--- src/rtl/regfile_ctrl_pkg.sv ---
// Shared register-file control constants: default widths, register count,
// the hard-wired zero register and the R-type opcode reused by the decoder.
package regfile_ctrl_pkg;

  localparam int         DEF_ADDR_W = 5;
  localparam int         DEF_DATA_W = 32;
  localparam int         NUM_REGS   = 32;
  localparam logic [4:0] REG_X0     = 5'd0;
  localparam logic [6:0] OP_RTYPE   = 7'b0110011;

endpackage

--- src/rtl/regfile_wb_arbiter_rr_arbiter.sv ---
// Round-robin arbiter: grants the first asserted request at or after ptr,
// wrapping modulo NUM_REQ. Returns a one-hot grant and its encoded index.
// Build option WB_PRIO_FIXED_EN: lowest asserted index always wins and ptr
// is ignored (plain priority encoder).
module rr_arbiter #(
  parameter int NUM_REQ = 2,
  parameter int IDX_W   = (NUM_REQ > 1) ? $clog2(NUM_REQ) : 1
) (
  input  logic [NUM_REQ-1:0] req,
  input  logic [IDX_W-1:0]   ptr,
  output logic [NUM_REQ-1:0] gnt,
  output logic [IDX_W-1:0]   gnt_idx,
  output logic               gnt_vld
);

`ifdef WB_PRIO_FIXED_EN

  logic unused_ptr;
  assign unused_ptr = ^ptr;

  // Fixed priority: first asserted index from 0 upward.
  always_comb begin
    gnt     = '0;
    gnt_idx = '0;
    gnt_vld = 1'b0;
    for (int i = 0; i < NUM_REQ; i++) begin
      if (req[i] && !gnt_vld) begin
        gnt_vld = 1'b1;
        gnt_idx = IDX_W'(i);
      end
    end
    if (gnt_vld) gnt = NUM_REQ'(1) << gnt_idx;
  end

`else

  logic [2*NUM_REQ-1:0] req_dbl;
  logic [NUM_REQ-1:0]   req_rot;
  logic [IDX_W:0]       sum;

  // Rotate requests so ptr sits at bit 0, take the first set bit and map its
  // offset back to an absolute index (ptr + offset, wrapped).
  always_comb begin
    gnt     = '0;
    gnt_idx = '0;
    gnt_vld = 1'b0;
    sum     = '0;
    req_dbl = {req, req} >> ptr;
    req_rot = req_dbl[NUM_REQ-1:0];
    for (int i = 0; i < NUM_REQ; i++) begin
      if (req_rot[i] && !gnt_vld) begin
        gnt_vld = 1'b1;
        sum     = {1'b0, ptr} + (IDX_W+1)'(i);
        if (sum >= (IDX_W+1)'(NUM_REQ)) sum = sum - (IDX_W+1)'(NUM_REQ);
        gnt_idx = sum[IDX_W-1:0];
      end
    end
    if (gnt_vld) gnt = NUM_REQ'(1) << gnt_idx;
  end

`endif

endmodule

--- src/rtl/regfile_wb_arbiter.sv ---
// Write-back controller for the register file's single write port.
// Arbitrates NUM_REQ write-back sources, registers the winning write one
// cycle later and keeps a pending-write scoreboard for RAW/WAW stalls.
// Build option WB_PRIO_FIXED_EN: fixed priority instead of round-robin.
module regfile_wb_arbiter
  import regfile_ctrl_pkg::*;
#(
  parameter int NUM_REQ = 2,
  parameter int ADDR_W  = DEF_ADDR_W,
  parameter int DATA_W  = DEF_DATA_W
) (
  input  logic                      clk,
  input  logic                      reset,
  input  logic [NUM_REQ-1:0]        req_valid,
  input  logic [NUM_REQ*ADDR_W-1:0] req_rd,
  input  logic [NUM_REQ*DATA_W-1:0] req_data,
  output logic [NUM_REQ-1:0]        req_ready,
  output logic                      reg_write,
  output logic [ADDR_W-1:0]         rd,
  output logic [DATA_W-1:0]         write_data,
  input  logic                      issue_valid,
  input  logic [ADDR_W-1:0]         issue_rd,
  output logic                      issue_ready,
  input  logic [ADDR_W-1:0]         rs1,
  input  logic [ADDR_W-1:0]         rs2,
  output logic                      rs1_busy,
  output logic                      rs2_busy
);

  localparam int IDX_W = (NUM_REQ > 1) ? $clog2(NUM_REQ) : 1;
  localparam logic [ADDR_W-1:0] X0 = ADDR_W'(REG_X0);

  logic [NUM_REQ-1:0]  gnt;
  logic [IDX_W-1:0]    gnt_idx;
  logic                gnt_vld;
  logic [IDX_W-1:0]    ptr;
  logic                xfer;
  logic [ADDR_W-1:0]   sel_rd;
  logic [DATA_W-1:0]   sel_data;
  logic [NUM_REGS-1:0] busy;
  logic [NUM_REGS-1:0] busy_nxt;

  rr_arbiter #(.NUM_REQ(NUM_REQ), .IDX_W(IDX_W)) u_arb (
    .req     (req_valid),
    .ptr     (ptr),
    .gnt     (gnt),
    .gnt_idx (gnt_idx),
    .gnt_vld (gnt_vld)
  );

  // Nothing is accepted while reset is held, so requesters keep their data.
  assign req_ready = reset ? '0 : gnt;
  assign xfer      = gnt_vld & ~reset;
  assign sel_rd    = req_rd[gnt_idx*ADDR_W +: ADDR_W];
  assign sel_data  = req_data[gnt_idx*DATA_W +: DATA_W];

`ifdef WB_PRIO_FIXED_EN
  assign ptr = '0;
`else
  // Priority pointer moves just past the last winner.
  always_ff @(posedge clk) begin
    if (reset)     ptr <= '0;
    else if (xfer) ptr <= (gnt_idx == IDX_W'(NUM_REQ-1)) ? '0 : gnt_idx + 1'b1;
  end
`endif

  // Write stage: x0 transfers are consumed but never raise the write enable.
  always_ff @(posedge clk) begin
    if (reset) begin
      reg_write  <= 1'b0;
      rd         <= '0;
      write_data <= '0;
    end else begin
      reg_write <= xfer && (sel_rd != X0);
      if (xfer) begin
        rd         <= sel_rd;
        write_data <= sel_data;
      end
    end
  end

  assign issue_ready = ~busy[issue_rd] | (issue_rd == X0);
  assign rs1_busy    = busy[rs1] & (rs1 != X0);
  assign rs2_busy    = busy[rs2] & (rs2 != X0);

  // Scoreboard next state: commit clears first, so a same-edge issue wins.
  always_comb begin
    busy_nxt = busy;
    if (reg_write) busy_nxt[rd] = 1'b0;
    if (issue_valid && issue_ready && (issue_rd != X0)) busy_nxt[issue_rd] = 1'b1;
  end

  // Scoreboard register.
  always_ff @(posedge clk) begin
    if (reset) busy <= '0;
    else       busy <= busy_nxt;
  end

endmodule
--- config.mk ---
export PLATFORM = sky130hd
export DESIGN_NAME = regfile_wb_arbiter
export DESIGN_NICKNAME = d
export VERILOG_FILES = /design/src/rtl/regfile_ctrl_pkg.sv /design/src/rtl/regfile_wb_arbiter_rr_arbiter.sv /design/src/rtl/regfile_wb_arbiter.sv
export SDC_FILE = /design/constraint.sdc
export NUM_CORES = 1
export LEC_CHECK = 0
export CORE_MARGIN = 2
export CORE_UTILIZATION = 46
export DETAILED_ROUTE_END_ITERATION = 10
export GPL_TIMING_DRIVEN = 1
export PLACE_DENSITY = 0.83
export SLEW_MARGIN = 10
export SYNTH_ARGS = -nofsm -noshare
export SYNTH_HDL_FRONTEND = slang
export SYNTH_SLANG_ARGS = --single-unit
--- constraint.sdc ---
create_clock -name clk -period 2.4 [get_ports clk]
set_clock_uncertainty 0.2 [all_clocks]
set_input_delay 0.24 -clock clk [delete_from_list [all_inputs] [get_ports clk]]
set_output_delay 0.24 -clock clk [all_outputs]
set_load 0.01 [all_outputs]
==> flow_metrics.py <==
metrics = {
    "yosys": {
        "synth_cell_type_count": 35,
        "netlist_top_cells_count": "dfxtp_1 (71), o21ai_0 (71), nand2_1 (68), mux2i_1 (43), mux4_2 (22)",
        "synth.cell_area_mm2": 0.003900,
        "synth_ff_type": "dfxtp_1",
        "yosysTopAreaCell": "dfxtp_1",
        "synth_top_cell_area_share": 0.3645,
        "synth_area_per_cell_um2": 9.330,
        "synth_cells": 418,
        "synth-async-reset-ratio": 0,
        "ys.warnings.count": 0,
        "seq_area_frac_synth": 0.3645,
        "ys_seq_elements": 71,
        "synth_edf_count": 0,
        "syn_nets": 512,
        "ys_top_cells_by_area": "dfxtp_1 (36%), mux4_2 (13%), mux2i_1 (11%), o21ai_0 (9.1%), nand2_1 (6.5%)",
    },
    "global_route": {
        "grt_max_degree": 39,
        "overflow": 0,
        "grt_antenna_before_repair": 0,
        "grt_pass1_wl_um": 19620,
        "grt_pass1_vias": 4128,
        "grt_usage": 0.2785,
    },
    "setup_path": {
        "cp-end-kind": "primary output",
        "crit_chain": "mux4_2 -> mux4_2 -> mux2_4 -> buf_6",
        "path_class": "register to primary output",
        "worst_ep_required_time_ps": 1960,
        "path_buf_inv": 1,
        "slowest_stage": "mux4_2",
        "cp-startpoint": "busy[15]",
        "worst-path-stages": 4,
        "crit_arrival_ps": 2070,
        "cp_max_fo": 4,
        "crit_path_max_incr_delay_ps": 500,
        "r2r_cells": 4,
        "rr_startpoint": "busy[11]",
        "cp_top_family": "multiplexers",
        "critPathLaunchType": "register",
        "cp_common_cell": "mux4_2",
    },
    "sta": {
        "rsz0062_at_grt": "true",
        "setup_ws_ps": -109.1,
        "fmax_ghz": 0.3985,
        "hold_slack_ps": 259.8,
        "slew_headroom": 0.4564,
        "fin_crit_sh": 1.045,
        "setup_viol": 2,
        "hold_viol_final": 0,
        "worst_slew_pin_slew_ps": 813.7,
        "maxSlewViolCount": 0,
        "period_needed_ps": 2509,
    },
    "cts": {
        "hold_buffers": 0,
        "cts_setup_buffers": 0,
        "htreeDepth": 3,
        "clk_pin_slew_worst_paths_ps": 70,
        "cts-root-buf": "clkbuf_8",
        "cts_tree": "yes",
        "clock-sinks": 71,
        "cts.path.max_buffers": 2,
        "clock_latency_ps": 330,
        "cts_buffers": 9,
    },
    "routing": {
        "dr.pass1.iters": 4,
        "wl_per_cell_um": 18.12,
        "antenna_left": 0,
        "dr_wl_met3_um": 1043,
        "wl_um": 12490,
        "highest_layer": "met4",
        "drt_iter0_drc": 288,
        "met1_length_um": 4770,
        "drc": 0,
        "vias_per_cell": 5.716,
        "wl_met2_um": 6208,
        "via_count": 3938,
    },
    "power_and_ir_drop": {
        "p_sw_mw": 0.7419,
        "p_sw_frac": 0.2449,
        "internal-power_mw": 2.287,
        "p_leak_nw": 2.304,
        "power_frac_seq": 0.425,
        "peakVddDrop_mv": 0.4571,
        "clock_power_share": 0.372,
        "pwr-share-comb": 0.203,
        "power.density_mw_per_mm2": 515.6,
    },
    "placed_design": {
        "dp.cells": 673,
        "place_congestion": 0.9499,
        "dpl.hpwl_um": 9776,
        "place_ws_ps": -676.2,
        "port-buffer-count": 136,
    },
    "floorplan": {
        "dieArea_mm2": 0.009230,
        "row_count": 33,
        "core_mm2": 0.008217,
        "start_util": 0.4746,
        "fp.dieH_um": 96.08,
        "io_pins": 137,
        "die_x_um": 96.08,
    },
    "run_status": {
        "violations": "setup timing",
        "status": "finished with violations",
    },
    "min_path": {
        "worstHoldPathCells": 2,
        "min-delay-start": "write_data[27]",
        "min_path_type": "register to register",
    },
    "finish": {
        "diodes": 0,
        "area_growth_pct": 50.66,
        "instances_no_fill": 689,
        "drive_gt1_frac": 0.1969,
        "layout.nets": 673,
    },
    "job": {
        "drv_cap": 0,
    },
}
[layout make-up]
cell class | count | area, um2
multi-input cells | 314 | 2357
repair buffers | 181 | 1705
fillers | 573 | 2341
inverters | 2 | 7.507
flip-flops and latches | 71 | 1438
clock inverters | 6 | 108.9
well taps | 105 | 131.4
clock buffers | 10 | 127.6
[flip-flops by register name, summed over array words and instances (netlist names)]
register / cells
busy: 32
ptr: 1
rd: 5
reg_write: 1
write_data: 32
[stage by stage]
stage               TNS (ps)  area, um2  power, mW    util
finish                -168.8       5876      3.029  0.7151
global route          -283.2       5876      3.139  0.7151
CTS                   -171.3       5852      3.028  0.7122
detailed placement     -4188       5613      1.927  0.6831
global placement       -3513       5613      1.912  0.6831
floorplan                  0       3900      1.550       -
[path summary, 6_finish.rpt]
check              endpoint  slack (ps)
max reg2reg        busy[10]         340
min reg2reg  write_data[27]         260
max                rs2_busy        -110
min          write_data[27]         260
[cells by family (layout without fill, tap and decap cells)]
| group | count (synthesis) | in the layout | synth area share |
|---|---|---|---|
| and+or+nand+nor | 145 | 145 | 0.1899 |
| AOI/OAI and AO/OA | 99 | 99 | 0.1534 |
| DFF | 71 | 71 | 0.3645 |
| muxes | 70 | 70 | 0.2518 |
| buffers and inverters | 33 | 199 | 0.04042 |
[layout by cell type, fill, tap and decap left out, types with 2 or more instances in the layout]
cell               n
nor2_1             9
o21ai_0           71
a21oi_1            3
nand3_1            5
nand3b_1          19
or4_1              2
clkdlybuf4s50_1  126
buf_6              2
a211oi_1           2
bufinv_16          3
dfxtp_1           58
buf_4             44
or3b_2             2
or2_2              2
clkbuf_8           9
nor3_1             5
inv_1              2
nand2_1           68
or3_1              3
o31ai_1           15
clkinv_2           2
dfxtp_2           13
nor2b_1           20
mux2i_1           43
mux2_2             4
mux4_2            22
nor3b_1            5
dlygate4sd2_1      5
[layer usage]
layer	track usage	vias up
li1	-	1849
met1	0.3235	1862
met3	0.06969	35
met4	0.1619	0
met5	0	-
met2	0.4635	192
[power by group through the flow]
stage          Combinational (mW)  Sequential (mW)  Clock (mW)
2_1_floorplan               0.228             1.32           0
3_3_place_gp                0.603             1.31           0
3_5_place_dp                0.614             1.31           0
4_1_cts                     0.615             1.29        1.12
5_1_grt                     0.658             1.30        1.18
6_report                    0.616             1.29        1.13
[tightest hold or removal path: stages (launching register included)]
cell     delay [ps]
dfxtp_1         330
nand2_1          50
o21ai_0          50
[what timing repair did]
action | in CTS | in global routing
pin swaps | 0 | 3
gates cloned | 0 | 0
setup endpoints to repair | 3 | 3
resized for setup | 24 | 14
No activity file was read; power rests on OpenSTA's default activity.
